`config.mk`:
```
export PLATFORM = sky130hd
export DESIGN_NAME = pipe_ctrl
export DESIGN_NICKNAME = d
export VERILOG_FILES = /design/src/rtl/pipe_ctrl_pkg.sv /design/src/rtl/pipe_ctrl.sv
export SDC_FILE = /design/constraint.sdc
export NUM_CORES = 1
export LEC_CHECK = 0
export ABC_CLOCK_PERIOD_IN_PS = 2700
export CAP_MARGIN = 40
export CELL_PAD_IN_SITES_DETAIL_PLACEMENT = 0
export CELL_PAD_IN_SITES_GLOBAL_PLACEMENT = 1
export CORE_UTILIZATION = 30
export DETAILED_ROUTE_END_ITERATION = 12
export GPL_ROUTABILITY_DRIVEN = 0
export PLACE_DENSITY = 0.7
export SLEW_MARGIN = 20
export SYNTH_ARGS = -nofsm -noshare
export SYNTH_HDL_FRONTEND = slang
export SYNTH_SLANG_ARGS = --single-unit
```
`constraint.sdc`:
```
create_clock -name clk -period 2.7 [get_ports clk]
set_input_delay 0.27 -clock clk [delete_from_list [all_inputs] [get_ports clk]]
set_output_delay 0.27 -clock clk [all_outputs]
set_load 0.005 [all_outputs]
```
`src/rtl/pipe_ctrl_pkg.sv`:
```
// Shared definitions for the pipeline stall/flush controller: stall encodings,
// MIPS exception codes, controller state and small decode helpers.
package pipe_ctrl_pkg;

    localparam logic [5:0] STALL_NONE = 6'b000000;
    localparam logic [5:0] STALL_IF   = 6'b000011;
    localparam logic [5:0] STALL_ID   = 6'b000111;
    localparam logic [5:0] STALL_EX   = 6'b001111;
    localparam logic [5:0] STALL_MEM  = 6'b011111;

    localparam logic [31:0] EXC_NONE    = 32'h0000_0000;
    localparam logic [31:0] EXC_INT     = 32'h0000_0001;
    localparam logic [31:0] EXC_ADEL    = 32'h0000_0004;
    localparam logic [31:0] EXC_ADES    = 32'h0000_0005;
    localparam logic [31:0] EXC_SYSCALL = 32'h0000_0008;
    localparam logic [31:0] EXC_BREAK   = 32'h0000_0009;
    localparam logic [31:0] EXC_RI      = 32'h0000_000a;
    localparam logic [31:0] EXC_OV      = 32'h0000_000c;
    localparam logic [31:0] EXC_TR      = 32'h0000_000d;
    localparam logic [31:0] EXC_ERET    = 32'h0000_000e;

    typedef enum logic [1:0] {
        ST_IDLE  = 2'd0,
        ST_DRAIN = 2'd1,
        ST_FLUSH = 2'd2
    } pipe_state_e;

    // The most downstream requester freezes itself and everything upstream of it.
    function automatic logic [5:0] stall_merge(input logic req_if, input logic req_id,
                                               input logic req_ex, input logic req_mem);
        logic [5:0] v;
        if (req_mem) begin
            v = STALL_MEM;
        end else if (req_ex) begin
            v = STALL_EX;
        end else if (req_id) begin
            v = STALL_ID;
        end else if (req_if) begin
            v = STALL_IF;
        end else begin
            v = STALL_NONE;
        end
        return v;
    endfunction

    function automatic logic [31:0] exc_target(input logic [31:0] code, input logic [31:0] epc,
                                               input logic [31:0] vec);
        logic [31:0] t;
        if (code == EXC_ERET) begin
            t = epc;
        end else begin
            t = vec;
        end
        return t;
    endfunction

endpackage

```
`src/rtl/pipe_ctrl.sv`:
```
// Central stall/flush controller: merges stage stall requests and sequences
// exception/ERET entry (freeze, drain outstanding AXI traffic, one-cycle flush).
module pipe_ctrl
    import pipe_ctrl_pkg::*;
#(
    parameter logic [31:0] EXC_VECTOR = 32'hBFC0_0380,
    parameter int          DRAIN_MAX  = 64
) (
    input  logic        clk,
    input  logic        rst,
    input  logic        stallreq_if,
    input  logic        stallreq_id,
    input  logic        stallreq_ex,
    input  logic        stallreq_mem,
    input  logic [31:0] excepttype_i,
    input  logic [31:0] epc_i,
    input  logic        ibus_busy,
    input  logic        dbus_busy,
    output logic [5:0]  stall,
    output logic        flush,
    output logic [31:0] new_pc,
    output logic        drain_timeout
);

    localparam int               CNT_W    = $clog2(DRAIN_MAX + 1);
    localparam logic [CNT_W-1:0] CNT_LAST = CNT_W'(DRAIN_MAX - 1);
    localparam logic [CNT_W-1:0] CNT_ONE  = CNT_W'(1);

    pipe_state_e      state_r;
    pipe_state_e      next_state_s;
    logic [31:0]      pc_r;
    logic [31:0]      pc_next_s;
    logic [CNT_W-1:0] drain_cnt_r;
    logic             drain_timeout_r;
    logic             flush_r;
    logic [31:0]      new_pc_r;
    logic [5:0]       stall_s;
    logic             exc_s;
    logic             bus_busy_s;
    logic             drain_limit_s;
    logic             accept_s;

    assign exc_s         = (excepttype_i != EXC_NONE);
    assign bus_busy_s    = ibus_busy | dbus_busy;
    assign drain_limit_s = (drain_cnt_r == CNT_LAST);
    assign accept_s      = (state_r == ST_IDLE) && exc_s;
    // The target is captured only on acceptance; later code/EPC changes are ignored.
    assign pc_next_s     = accept_s ? exc_target(excepttype_i, epc_i, EXC_VECTOR) : pc_r;

    // State register.
    always_ff @(posedge clk or negedge rst) begin
        if (!rst) begin
            state_r <= ST_IDLE;
        end else begin
            state_r <= next_state_s;
        end
    end

    // Next-state logic.
    always_comb begin
        next_state_s = state_r;
        case (state_r)
            ST_IDLE: begin
                if (exc_s) begin
                    next_state_s = bus_busy_s ? ST_DRAIN : ST_FLUSH;
                end else begin
                    next_state_s = ST_IDLE;
                end
            end
            ST_DRAIN: begin
                if (!bus_busy_s || drain_limit_s) begin
                    next_state_s = ST_FLUSH;
                end else begin
                    next_state_s = ST_DRAIN;
                end
            end
            ST_FLUSH: next_state_s = ST_IDLE;
            default:  next_state_s = ST_IDLE;
        endcase
    end

    // Target latch, drain counter, sticky timeout and registered flush/new_pc.
    always_ff @(posedge clk or negedge rst) begin
        if (!rst) begin
            pc_r            <= 32'h0000_0000;
            drain_cnt_r     <= '0;
            drain_timeout_r <= 1'b0;
            flush_r         <= 1'b0;
            new_pc_r        <= 32'h0000_0000;
        end else begin
            pc_r     <= pc_next_s;
            flush_r  <= (next_state_s == ST_FLUSH);
            new_pc_r <= (next_state_s == ST_FLUSH) ? pc_next_s : 32'h0000_0000;
            if (accept_s) begin
                drain_cnt_r <= '0;
            end else if (state_r == ST_DRAIN) begin
                drain_cnt_r <= drain_cnt_r + CNT_ONE;
            end else begin
                drain_cnt_r <= drain_cnt_r;
            end
            // A normal exit in the limit cycle takes precedence over the timeout.
            if ((state_r == ST_DRAIN) && bus_busy_s && drain_limit_s) begin
                drain_timeout_r <= 1'b1;
            end else begin
                drain_timeout_r <= drain_timeout_r;
            end
        end
    end

    // Output decode: stall stays combinational for zero-latency response.
    always_comb begin
        stall_s = STALL_NONE;
        case (state_r)
            ST_IDLE: begin
                if (exc_s) begin
                    stall_s = STALL_MEM;
                end else begin
                    stall_s = stall_merge(stallreq_if, stallreq_id, stallreq_ex, stallreq_mem);
                end
            end
            ST_DRAIN: stall_s = STALL_MEM;
            ST_FLUSH: stall_s = STALL_NONE;
            default:  stall_s = STALL_NONE;
        endcase
    end

    assign stall         = stall_s;
    assign flush         = flush_r;
    assign new_pc        = new_pc_r;
    assign drain_timeout = drain_timeout_r;

endmodule
```
## Word-level counts from Yosys, hierarchy flattened

Cells that the tools add are included.

| storage, ports and cells | value |
|---|---|
| input port bits | 72 |
| memory bits (read-only) | 0 |
| memories | 0 |
| bits in writable memories | 0 |
| logic and storage cells | 35 |
| output and inout port bits | 40 |
| latch bits | 0 |
| register bits | 75 |

| cells by class | value |
|---|---|
| eq/ne operators | 4 |
| muxes and demuxes | 15 |
| div/mod/pow operators | 0 |
| shifts and indexed selects | 0 |
| bitwise gates (word level) | 1 |
| multiply operators | 0 |
| add/subtract/negate cells | 1 |
| reduce and logical (&&, ||, !) cells | 8 |
| $lt $le $gt $ge | 0 |

Operator list:

| cell | number |
|---|---|
| two-way mux 32 bit | 3 |
| equality test 32 x 4 -> 1 bit (second input constant) | 1 |
| nonzero test 32 bit | 1 |
| two-way mux 7 bit | 2 |
| case mux 6 bit (2 select lines) | 1 |
| two-way mux 5 bit | 2 |
| two-way mux 2 bit | 4 |
| adder 7 x 1 -> 7 bit (second input constant) | 1 |
| equality test 7 x 6 -> 1 bit (second input constant) | 1 |
| two-way mux 4 bit | 1 |
| case mux 2 bit (2 select lines) | 1 |
| logical AND 1 bit | 3 |
| two-way mux 3 bit | 1 |
| equality test 2 x 1 -> 1 bit (second input constant) | 1 |
| equality test 2 bit (second input constant) | 1 |
| logical NOT 2 bit | 1 |
| nonzero test 2 bit | 1 |
| logical NOT 1 bit | 1 |
| logical OR 1 bit | 1 |
| bitwise OR 1 bit | 1 |

## Logic depth before layout (Yosys ltp)

Gate-level depths: netlist of the first run.

| depth | value |
|---|---|
| depth after elaboration | 7 |
| mapped depth | 6 |
| mapped depth without buffers | 5 |

## Worst setup path after synthesis of the first run

Ideal clock, no wire load.

| path | value |
|---|---|
| path type | input to output |
| start | input port excepttype_i[19] |
| end | output port stall[4] |
| data required time | 2.430 ns |
| path buffers | 1 |
| stages | 5 |
| data arrival time | 1.557 ns |
| path slack | 0.873 ns |
| cells stage by stage | nor4_2 -> nand4_2 -> nor4_4 -> buf_4 -> a21oi_1 |

| on the way | value |
|---|---|
| word-level cells in the longest chain between the ends | 3 |

Ends and longest elaborated chain:

| element | line | text |
|---|---|---|
| start: declaration | pipe_ctrl.sv:15 | `input logic [31:0] excepttype_i,` |
| nonzero test 32 bit | pipe_ctrl.sv:43 | `assign exc_s = (excepttype_i != EXC_NONE);` |
| two-way mux 5 bit | pipe_ctrl.sv:115 | `if (exc_s) begin` |
| case mux 6 bit (2 select lines) | pipe_ctrl.sv:113 | `case (state_r)` |
| end: declaration | pipe_ctrl.sv:19 | `output logic [5:0] stall,` |

No other way between the ends.

## Final worst setup path of the first run

| path | value |
|---|---|
| start | input port excepttype_i[10] |
| end | output port stall[1] |

The elaborated chain is that of the path after synthesis.

==> summary.md, run 1 <==
| Metric | Value |
|---|---|
| Worst-path clk slew | 0.05 ns |
| Die Span Y | 111 µm |
| Area contributors post-synth | dfrtp_1 (52%), nand2_1 (6.8%), a211o_1 (4.9%), a211oi_1 (4.2%), nor2_1 (3.6%) |
| Post-CTS Setup Inserts | 0 |
| Vias in the first global route | 3443 |
| Syn Area/Cell | 9.64 µm² |
| Power Total | 2600 µW |
| Critical path type | primary input to output port |
| Worst-Skew Late Latency | 0.33 ns |
| IO Port Bufs | 110 |
| Final Skew | between 0.008 and 0.009 ns |
| Initial core utilization | between 30% and 40% |
| MaxCap Viol Count | 0 |
| Synth Instances | approximately 370 |
| Layout cells sized above 1 | between 8 and 9% |
| Wire per inst | 16.9 µm |
| CP required | 2.43 ns |
| Clock share of power | 43.2% |
| #FFs+latches synth | 75 |
| Mapped cell area | 3590 µm² |
| RSZ-0062 raised after global routing | false |
| Worst Tran Pin Value | 0.559 ns |
| Sw Ratio | 22.9% |
| Fin. Hold Viols | 0 |
| GR Util All Layers | 17.9% |
| Violated checks | DRC |
| CP Launch Type | primary input |
| Vias per inst | 5.26 |
| Max-slew violations | 0 |
| Register share of total power | 45.1% |
| H-Tree Level Count | 3 |
| First-pass GRT wire length | 17600 µm |
| Slew HR | between 60 and 70% |
| DRC viols | 13 |
| GR Overflow Total | 0 |
| Final net count | 552 |
| HP Class | primary input to async pin |
| VDD IR-drop max | 263 µV |
| Die footprint | ~12000 µm² |
| Clk Tree Root Cell | clkbuf_16 |
| Register area share after synthesis | 52.2% |
| Synth-to-Final Area Change | 44.7% |
| Commonest cells after routing, fill and taps aside | clkdlybuf4s50_1 (109), dfrtp_1 (75), nand2_1 (65) |
| DR iter-0 viols | roughly 170 |
| Worst R2R Setup Slack | 0.37 ns |
| CP max FO | 4 |
| Status | complete, but fails checks |
| Reg2Reg Depth | 6 |
| Pin count of the biggest net entering global routing | 47 |
| Diodes inserted | 0 |
| CP endpoint kind | output port |
| Post-route clock period utilization | between 90% and 100% |
| Post-synth top area share | 52.2% |
| Post-route cell area | just over 5000 µm² |
| Hpwl dp | 6930 µm |
| DR vias | 3290 |
| Lkg Pwr | 0.00203 µW |
| TritonCTS clock tree | built |
| Post-DP Area | 4910 µm² |
| CTS Sinks | between 70 and 80 |
| Synth Net Count | approximately 450 |
| Internal power | between 2000 and 2500 µW |
| Worst r2r src | drain_cnt_r[0]$_DFFE_PN0P_ |
| Total CTS buffers | 9 |
| Minimum clock period | 2.54 ns |
| CORE AREA | around 12000 µm² |
| Netlist cell types | 35 |
| WL final | 10600 µm |
| Post-synth top area cell | dfrtp_1 |
| Commonest non-fill, non-tap cell in the layout | clkdlybuf4s50_1 |
| Die W | 111 µm |
| Final setup fails | 0 |
| R2r endpoint | new_pc[8]$_DFF_PN0_ |
| CP arrival | around 2.3 ns |
| Drt pass-1 iters | 8 |
| Logic pwr share | 11.7% |
| Initial antenna violation count | 0 |
| Post-route setup TNS | 0 ns |
| I/O pin cnt | 112 |
| F_max | 0.393 GHz |
| Row cnt | 39 |
| Routed Antenna Nets | 0 |
| Pwr dens | ~500 nW/µm² |
| Clock Path Buffers | 2 |
| Syn. warnings | 0 |
| Sw power | 596 µW |
per-stage QoR:
stage	util [%]	hold WS (ns)	instances	setup slack, ns
2_1_floorplan	-	-0.0256	373	0.873
3_3_place_gp	42.0	0.461	608	0.158
3_5_place_dp	42.4	0.246	610	0.0784
4_1_cts	45.0	0.436	626	0.150
5_1_grt	45.0	0.460	626	0.00384
6_report	45.0	0.437	626	0.156
power by group through the flow:
stage / Combinational (µW) / Sequential (µW) / Clock [µW]
6_report: 304 / 1170 / 1130
5_1_grt: 331 / 1180 / 1210
3_3_place_gp: 294 / 1190 / 0
4_1_cts: 309 / 1170 / 1160
3_5_place_dp: 306 / 1190 / 0
2_1_floorplan: 92.5 / 1190 / 0
logic make-up after synthesis:
logic type      Yosys count  synth area share, %
simple gates            171                 24.9
compound gates           85                 17.4
other cells               1                0.104
flops                    75                 52.2
fa+ha+maj                 1                0.348
mux                       1                0.278
buf+inv                  39                 4.77
sequential cells by signal (all words and copies together), names as in the netlist:
signal         count
drain_timeout      1
drain_cnt_r        7
flush              1
state_r            2
pc_r              32
new_pc            32
per-layer routing:
metal | global-route usage (%) | up-vias | share of wire [%]
met5 | 0 | - | 0
met1 | 24.3 | 1590 | 46
met4 | 6.85 | 0 | 0.59
met2 | 28.1 | 121 | 47
met3 | 3.92 | 2 | 6.3
li1 | - | 1577 | -
Yosys cell counts:
| library cell | instances |
|---|---|
| a2111oi_0 | 1 |
| a211o_1 | 20 |
| a211oi_1 | 20 |
| a21oi_1 | 3 |
| a31oi_1 | 12 |
| a41oi_1 | 4 |
| and3_1 | 1 |
| and4_1 | 2 |
| buf_1 | 1 |
| buf_2 | 5 |
| buf_4 | 5 |
| clkbuf_1 | 20 |
| conb_1 | 1 |
| dfrtp_1 | 75 |
| ha_1 | 1 |
| inv_1 | 8 |
| mux2i_1 | 1 |
| nand2_1 | 65 |
| nand2b_1 | 1 |
| nand3_1 | 22 |
| nand4_2 | 2 |
| nor2_1 | 34 |
| nor3_1 | 5 |
| nor3_2 | 1 |
| nor3b_1 | 1 |
| nor4_1 | 15 |
| nor4_2 | 6 |
| nor4_4 | 1 |
| nor4b_1 | 12 |
| o21a_1 | 14 |
| o21ai_0 | 7 |
| o21bai_1 | 2 |
| o22ai_1 | 2 |
| or2_2 | 1 |
| or3_1 | 2 |
worst max-delay path by stage:
stage | startpoint | depth (start not counted) | slack, ns | end
final | excepttype_i[10] | 6 | 0.16 | stall[1]
after global routing | excepttype_i[10] | 6 | 0.004 | stall[1]
after CTS | excepttype_i[10] | 6 | 0.15 | stall[1]
after detailed placement | excepttype_i[22] | 6 | 0.08 | pc_r[25]$_DFF_PN0_
after global placement | excepttype_i[19] | 6 | 0.16 | pc_r[25]$_DFF_PN0_
after floorplan | excepttype_i[19] | 5 | 0.87 | stall[4]
cell type report:
class / count / area, µm²
Fill cell: 1100 / 6360
Sequential cell: 75 / 1880
Multi-Input combinational cell: 259 / 1570
Timing Repair Buffer: 126 / 1260
Clock buffer: 14 / 274
Tap cell: 143 / 179
Inverter: 8 / 30.0
Clock inverter: 1 / 7.51
what timing repair did:
item	CTS	global route
endpoints found under the hold margin	29	0
hold buffers	1	0
gates resized for setup	0	0
critical path, stage by stage:
cell and delay, ns:
clkdlybuf4s50_1 0.42, nor4_2 0.35, nand4_2 0.26, nor2_1 0.29, a41oi_1 0.19, clkdlybuf4s50_1 0.48
No activity file was read; power rests on OpenSTA's default activity.
==> run 2: changes to the inputs <==
--- a/config.mk
+++ b/config.mk
@@ -9,6 +9,7 @@
 export CAP_MARGIN = 40
 export CELL_PAD_IN_SITES_DETAIL_PLACEMENT = 0
 export CELL_PAD_IN_SITES_GLOBAL_PLACEMENT = 1
+export CORE_ASPECT_RATIO = 1.75
 export CORE_UTILIZATION = 30
 export DETAILED_ROUTE_END_ITERATION = 12
 export GPL_ROUTABILITY_DRIVEN = 0
==> run 2 against run 1 <==
  * The run still ends with DRC left
  * Die area rose by 0.13%
  * Setup slack improved by 0.055 ns
  * Routed wire length rose by 2.8%
  * Clock skew barely moved
  * Sequential cell count did not move
  * Via count rose by 0.82%
  * Utilization fell by 0.19 points
  * Cell area rose by 0.29%
  * Register-to-register slack improved by 0.29 ns
  * Clock power rose by 7%
  * Global-route usage rose by 0.25 points
  * Largest cell class unchanged
  * Largest power group is now the clock network
  * Highest routed layer unchanged
==> summary.md, run 2 (synthesis gave the netlist of run 1 again) <==
| Metric | Value |
|---|---|
| CORE AREA | 11600 µm² (about the same) |
| Commonest non-fill, non-tap cell in the layout | clkdlybuf4s50_1 (unchanged) |
| First-pass GRT wire length | 17300 µm (was 17600 µm) |
| Initial antenna violation count | 0 (unchanged) |
| MaxCap Viol Count | 0 (unchanged) |
| Die W | 84.7 µm (was 111 µm) |
| CP arrival | 2.22 ns (was 2.27 ns) |
| Pwr dens | 516 nW/µm² (was 501 nW/µm²) |
| Final setup fails | 0 (unchanged) |
| Worst-path clk slew | 0.06 ns (was 0.05 ns) |
| Total CTS buffers | 9 (unchanged) |
| IO Port Bufs | 110 (unchanged) |
| Clock Path Buffers | 2 (unchanged) |
| Die footprint | 12400 µm² (about the same) |
| TritonCTS clock tree | built (unchanged) |
| Final net count | 556 (was 552) |
| I/O pin cnt | 112 (unchanged) |
| Worst Tran Pin Value | 0.582 ns (was 0.559 ns) |
| WL final | 10900 µm (was 10600 µm) |
| Number of hold buffers added after cts | 1 (unchanged) |
| Post-DP Area | 4890 µm² (was 4910 µm²) |
| Worst r2r src | state_r[0]$_DFF_PN0_ (was drain_cnt_r[0]$_DFFE_PN0P_) |
| DRC viols | 3 (was 13) |
| H-Tree Level Count | 3 (unchanged) |
| Layout cells sized above 1 | 9.84% (was 8.70%) |
| HP Class | primary input to async pin (unchanged) |
| Commonest cells after routing, fill and taps aside | clkdlybuf4s50_1 (109), dfrtp_1 (75), nand2_1 (65) (unchanged) |
| GR Util All Layers | 18.2% (was 17.9%) |
| Hpwl dp | 7630 µm (was 6930 µm) |
| Post_cts resized | 0 (unchanged) |
| VDD IR-drop max | 350 µV (was 263 µV) |
| Worst-Skew Late Latency | 0.33 ns (about the same) |
| Post-route cell area | 5220 µm² (was 5200 µm²) |
| Lkg Pwr | 0.00205 µW (was 0.00203 µW) |
| Vias per inst | 5.32 (was 5.26) |
| CP Launch Type | primary input (unchanged) |
| GR Overflow Total | 0 (unchanged) |
| Drt pass-1 iters | 8 (unchanged) |
| Fin. Hold Viols | 0 (unchanged) |
| Post-route setup TNS | 0 ns (unchanged) |
| Pin count of the biggest net entering global routing | 55 (was 47) |
| Vias in the first global route | 3290 (was 3443) |
| Minimum clock period | 2.49 ns (was 2.54 ns) |
| Initial core utilization | 30.9% (was 31.1%) |
| Clk Tree Root Cell | clkbuf_16 (unchanged) |
| Diodes inserted | 0 (unchanged) |
| Status | complete, but fails checks (unchanged) |
| Final Skew | 0.00872 ns (was 0.00859 ns) |
| Slew HR | 60.7% (was 62.3%) |
| Synth-to-Final Area Change | 45.1% (was 44.7%) |
| CP max FO | 4 (unchanged) |
| Row cnt | 52 (was 39) |
| Max-slew violations | 0 (unchanged) |
| Wire per inst | 17.4 µm (was 16.9 µm) |
| Die Span Y | 147 µm (was 111 µm) |
| CTS Sinks | 75 (unchanged) |
| DR vias | 3317 (was 3290) |
| RSZ-0062 raised after global routing | false (unchanged) |
| Power Total | 2690 µW (was 2600 µW) |
| Post-CTS Setup Inserts | 0 (unchanged) |
| Post-route clock period utilization | 92.2% (was 94.2%) |
| F_max | 0.402 GHz (was 0.393 GHz) |
| CP endpoint kind | output port (unchanged) |
| Routed Antenna Nets | 0 (unchanged) |
| Violated checks | DRC (unchanged) |
| DR iter-0 viols | 155 (was 168) |
| Critical path type | primary input to output port (unchanged) |
| CP required | 2.43 ns (about the same) |
| Critical Path Start | excepttype_i[19] (was excepttype_i[10]) |
## run 2: cell types whose count changed in the layout (fill, tap and decap cells not counted)
cell        change
buf_4           +4
clkinvlp_4      -1
clkinv_4        +1
buf_6           +1
nor2_4          -1
o21bai_4        -1
bufinv_16       +1
clkinv_2        +2
o21bai_2        +1
clkbuf_8        -1
nor2_2          +1
clkbuf_1        -1
buf_16          -1
## run 2: final cells by class
cell class	count	area, µm²
Inverter	8	30.0
Sequential cell	75	1880
Clock inverter	4	48.8
Clock buffer	12	256
Fill cell	1111	6430
Timing Repair Buffer	130	1270
Tap cell	135	169
Multi-Input combinational cell	259	1560
## run 2: critical path, stage by stage
cell and delay [ns]:
clkdlybuf4s50_1 0.41, nor4_2 0.34, nand4_2 0.26, nor2_1 0.27, a41oi_1 0.18, clkdlybuf4s50_1 0.49
## run 2: worst paths after layout
| path | slack (ns) | to | depth (start not counted) |
|---|---|---|---|
| max | 0.21 | stall[1] | 6 |
| min reg2reg | 0.49 | pc_r[14]$_DFF_PN0_ | 2 |
| min | 0.38 | new_pc[11]$_DFF_PN0_ | 2 |
| max reg2reg | 0.66 | pc_r[24]$_DFF_PN0_ | 5 |
| min in group clk | 0.49 | pc_r[14]$_DFF_PN0_ | 2 |
| max in group asynchronous | 1.73 | new_pc[24]$_DFF_PN0_ | 3 |
## run 2: layer usage
layer / share of wire (%) / up-vias / global-route usage (%)
met5: 0 / - / 0
met4: 2.7 / 0 / 8.81
met3: 4.0 / 15 / 3.09
met2: 55 / 104 / 33.1
met1: 38 / 1621 / 20.2
li1: - / 1577 / -
## run 2: report_power, final
group          internal [µW]  switching, µW
combinational            162            141
clock                    764            450
sequential              1150           21.6
total                   2080            612
## run 2: per-stage QoR
| stage | hold WS (ns) | std cells | util (%) | setup slack, ns |
|---|---|---|---|---|
| final | 0.376 | 623 | 44.8 | 0.211 |
| after global routing | 0.413 | 623 | 44.8 | 0.0557 |
| after CTS | 0.378 | 622 | 44.7 | 0.160 |
| after detailed placement | 0.197 | 605 | 42.0 | 0.142 |
| after global placement | 0.460 | 604 | 41.7 | 0.181 |
| after floorplan | -0.0256 | 373 | - | 0.873 |
==> run 3: changes to the inputs <==
--- a/config.mk
+++ b/config.mk
@@ -6,14 +6,15 @@
 export NUM_CORES = 1
 export LEC_CHECK = 0
 export ABC_CLOCK_PERIOD_IN_PS = 2700
-export CAP_MARGIN = 40
 export CELL_PAD_IN_SITES_DETAIL_PLACEMENT = 0
 export CELL_PAD_IN_SITES_GLOBAL_PLACEMENT = 1
 export CORE_ASPECT_RATIO = 1.75
 export CORE_UTILIZATION = 30
+export CTS_BUF_LIST = sky130_fd_sc_hd__clkbuf_4 sky130_fd_sc_hd__clkbuf_8 sky130_fd_sc_hd__clkbuf_16
 export DETAILED_ROUTE_END_ITERATION = 12
+export DONT_BUFFER_PORTS = 1
 export GPL_ROUTABILITY_DRIVEN = 0
-export PLACE_DENSITY = 0.7
+export PLACE_DENSITY = 0.54
 export SLEW_MARGIN = 20
 export SYNTH_ARGS = -nofsm -noshare
 export SYNTH_HDL_FRONTEND = slang
==> run 3 against run 2 <==
  * The run still ends with DRC left
  * Die area did not move
  * Global-route usage fell by 0.56 points
  * Utilization fell by 9.6 points
  * Fmax rose by 6.0%
  * Hold slack got worse by 0.31 ns
  * Via count fell by 12%
  * Power fell by 5.3%
  * First-iteration DRC count rose by 25%
  * Non-clock buffer count fell by 113
  * Critical path depth fell by 1
  * Sequential share of layout area rose by 9.9 points
  * Largest power group unchanged
==> summary.md, run 3 (synthesis gave the netlist of run 1 again) <==
| Metric | Value |
|---|---|
| Total CTS buffers | 9 (unchanged) |
| Drt pass-1 iters | 8 (unchanged) |
| Hold slack | 0.0626 ns (was 0.376 ns) |
| DR iter-0 viols | 194 (was 155) |
| Worst-path clk slew | 0.06 ns (about the same) |
| Critical path's slowest cell | nor4b_1 (was clkdlybuf4s50_1) |
| F_max | 0.426 GHz (was 0.402 GHz) |
| Post_cts resized | 0 (unchanged) |
| Worst R2R Setup Slack | 0.35 ns (was 0.66 ns) |
| Vias in the first global route | 2986 (was 3290) |
| Minimum clock period | 2.35 ns (was 2.49 ns) |
| GR Util All Layers | 17.6% (was 18.2%) |
| Reg2Reg Depth | 5 (unchanged) |
| First-pass GRT wire length | 16700 µm (was 17300 µm) |
| CP endpoint kind | flop (was output port) |
| Clock Path Buffers | 2 (unchanged) |
| CP required | 2.88 ns (was 2.43 ns) |
| CORE AREA | 11600 µm² (unchanged) |
| GR Overflow Total | 0 (unchanged) |
| Lkg Pwr | 0.00161 µW (was 0.00205 µW) |
| WL final | 10500 µm (was 10900 µm) |
| CP max FO | 34 (was 4) |
| Post-route cell area | 4090 µm² (was 5220 µm²) |
| Initial core utilization | 30.9% (unchanged) |
| CP Launch Type | flop (was primary input) |
| Die Span Y | 147 µm (unchanged) |
| Final net count | 443 (was 556) |
| CP peak stage delay | 0.53 ns (was 0.49 ns) |
| Violated checks | DRC (unchanged) |
| Vias per inst | 5.75 (was 5.32) |
| Routed Antenna Nets | 0 (unchanged) |
| R2r endpoint | new_pc[7]$_DFF_PN0_ (was pc_r[24]$_DFF_PN0_) |
| VDD IR-drop max | 245 µV (was 350 µV) |
| MaxCap Viol Count | 0 (unchanged) |
| CTS Sinks | 75 (unchanged) |
| H-Tree Level Count | 3 (unchanged) |
| Hpwl dp | 6690 µm (was 7630 µm) |
| Worst-Skew Late Latency | 0.33 ns (about the same) |
| HP Class | primary input to flop (was primary input to async pin) |
| Status | complete, but fails checks (unchanged) |
| Post-route setup TNS | 0 ns (unchanged) |
| Row cnt | 52 (unchanged) |
| Commonest cells after routing, fill and taps aside | dfrtp_1 (75), nand2_1 (65), nor2_1 (33) (was clkdlybuf4s50_1 (109), dfrtp_1 (75), nand2_1 (65)) |
| I/O pin cnt | 112 (unchanged) |
| Util after Layout | 35.1% (was 44.8%) |
| Layout cells sized above 1 | 12.0% (was 9.84%) |
| TritonCTS clock tree | built (unchanged) |
| Worst Tran Pin Value | 0.979 ns (was 0.582 ns) |
| Hold path startpoint | epc_i[7] |
| Die footprint | 12400 µm² (unchanged) |
| Hold path cells | 1 |
| Max-slew violations | 0 (unchanged) |
| Die W | 84.7 µm (unchanged) |
| Final setup fails | 0 (unchanged) |
| Synth-to-Final Area Change | 13.8% (was 45.1%) |
| RSZ-0062 raised after global routing | false (unchanged) |
| Pin count of the biggest net entering global routing | 76 (was 55) |
| Critical-path cell list | ha_1 > nand3_1 > nor4_1 > o21bai_4 > nor4b_1 (was clkdlybuf4s50_1 > nor4_2 > nand4_2 > nor2_1 > a41oi_1 > clkdlybuf4s50_1) |
| Worst r2r src | drain_cnt_r[0]$_DFFE_PN0P_ (was state_r[0]$_DFF_PN0_) |
| DR vias | 2931 (was 3317) |
| DRC viols | 5 (was 3) |
| WHS Endpoint | pc_r[7]$_DFF_PN0_ |
| Final Skew | 0.00537 ns (was 0.00872 ns) |
| Pwr dens | 623 nW/µm² (was 516 nW/µm²) |
| Initial antenna violation count | 0 (unchanged) |
| Clk Tree Root Cell | clkbuf_16 (unchanged) |
| Wire per inst | 20.6 µm (was 17.4 µm) |
| Post-DP Area | 3750 µm² (was 4890 µm²) |
| CP delay by family, top | simple AND/OR/NAND/NOR gates (was buffers and inverters) |
| Slew HR | 34.6% (was 60.7%) |
| Fin. Hold Viols | 0 (unchanged) |
| Buffers plus inverters on the worst setup path | 0 (was 2) |
| Fill count | 1181 (was 1111) |
| Critical path type | flop to flop (was primary input to output port) |
| Commonest non-fill, non-tap cell in the layout | dfrtp_1 (was clkdlybuf4s50_1) |
| Post-CTS Setup Inserts | 0 (unchanged) |
| Diodes inserted | 0 (unchanged) |
| IO Port Bufs | 0 (was 110) |
| Post-route clock period utilization | 87.0% (was 92.2%) |
| CP arrival | 2.53 ns (was 2.22 ns) |
## run 3: per-stage QoR
stage	setup slack, ns	instances	power (µW)
finish	0.351	510	2550
global route	0.242	510	2650
CTS	0.332	510	2580
detailed placement	0.332	492	1320
global placement	0.423	492	1320
floorplan	0.873	373	1280
## run 3: final cells by class
class	count	area (µm²)	area share, %
clock buffers	10	233	5.69
clock inverters	6	66.3	1.62
inverters	8	30.0	0.734
multi-input cells	259	1570	38.3
flip-flops and latches	75	1880	45.9
well taps	135	169	4.13
repair buffers	17	150	3.67
## run 3: report_power, final
group,internal [µW],leakage (µW),switching (µW)
clock network,726,0.000138,494
logic,44.3,0.000507,108
registers,1150,0.000963,23.8
total,1920,0.00161,626
## run 3: worst reg2reg max path, cell delays in order (launching register included)
cell and delay, ns:
dfrtp_1 0.38, ha_1 0.20, nand3_1 0.21, nor4_1 0.50, o21bai_4 0.37, nor4b_1 0.53
## run 3: worst max path at each step
stage	startpoint	endpoint	cells after the start
after floorplan	excepttype_i[19]	stall[4]	5
after global placement	drain_cnt_r[0]$_DFFE_PN0P_	new_pc[7]$_DFF_PN0_	5
after detailed placement	drain_cnt_r[0]$_DFFE_PN0P_	new_pc[7]$_DFF_PN0_	5
after CTS	drain_cnt_r[0]$_DFFE_PN0P_	new_pc[7]$_DFF_PN0_	5
after global routing	drain_cnt_r[0]$_DFFE_PN0P_	new_pc[7]$_DFF_PN0_	5
final	drain_cnt_r[0]$_DFFE_PN0P_	new_pc[7]$_DFF_PN0_	5
## run 3: per-layer routing
layer	global-route usage, %	vias up	part of all wire, %
met5	0	-	0
met3	4.27	14	5.8
met2	29.8	90	51
met1	21.5	1475	42
li1	-	1352	-
met4	6.95	0	1.6
## run 3: repair_timing
| item | 4_1_cts | 5_1_grt |
|---|---|---|
| endpoints found under the hold margin | 75 | 0 |
| endpoints found under the setup margin | 0 | 0 |
| hold buffers | 2 | 0 |
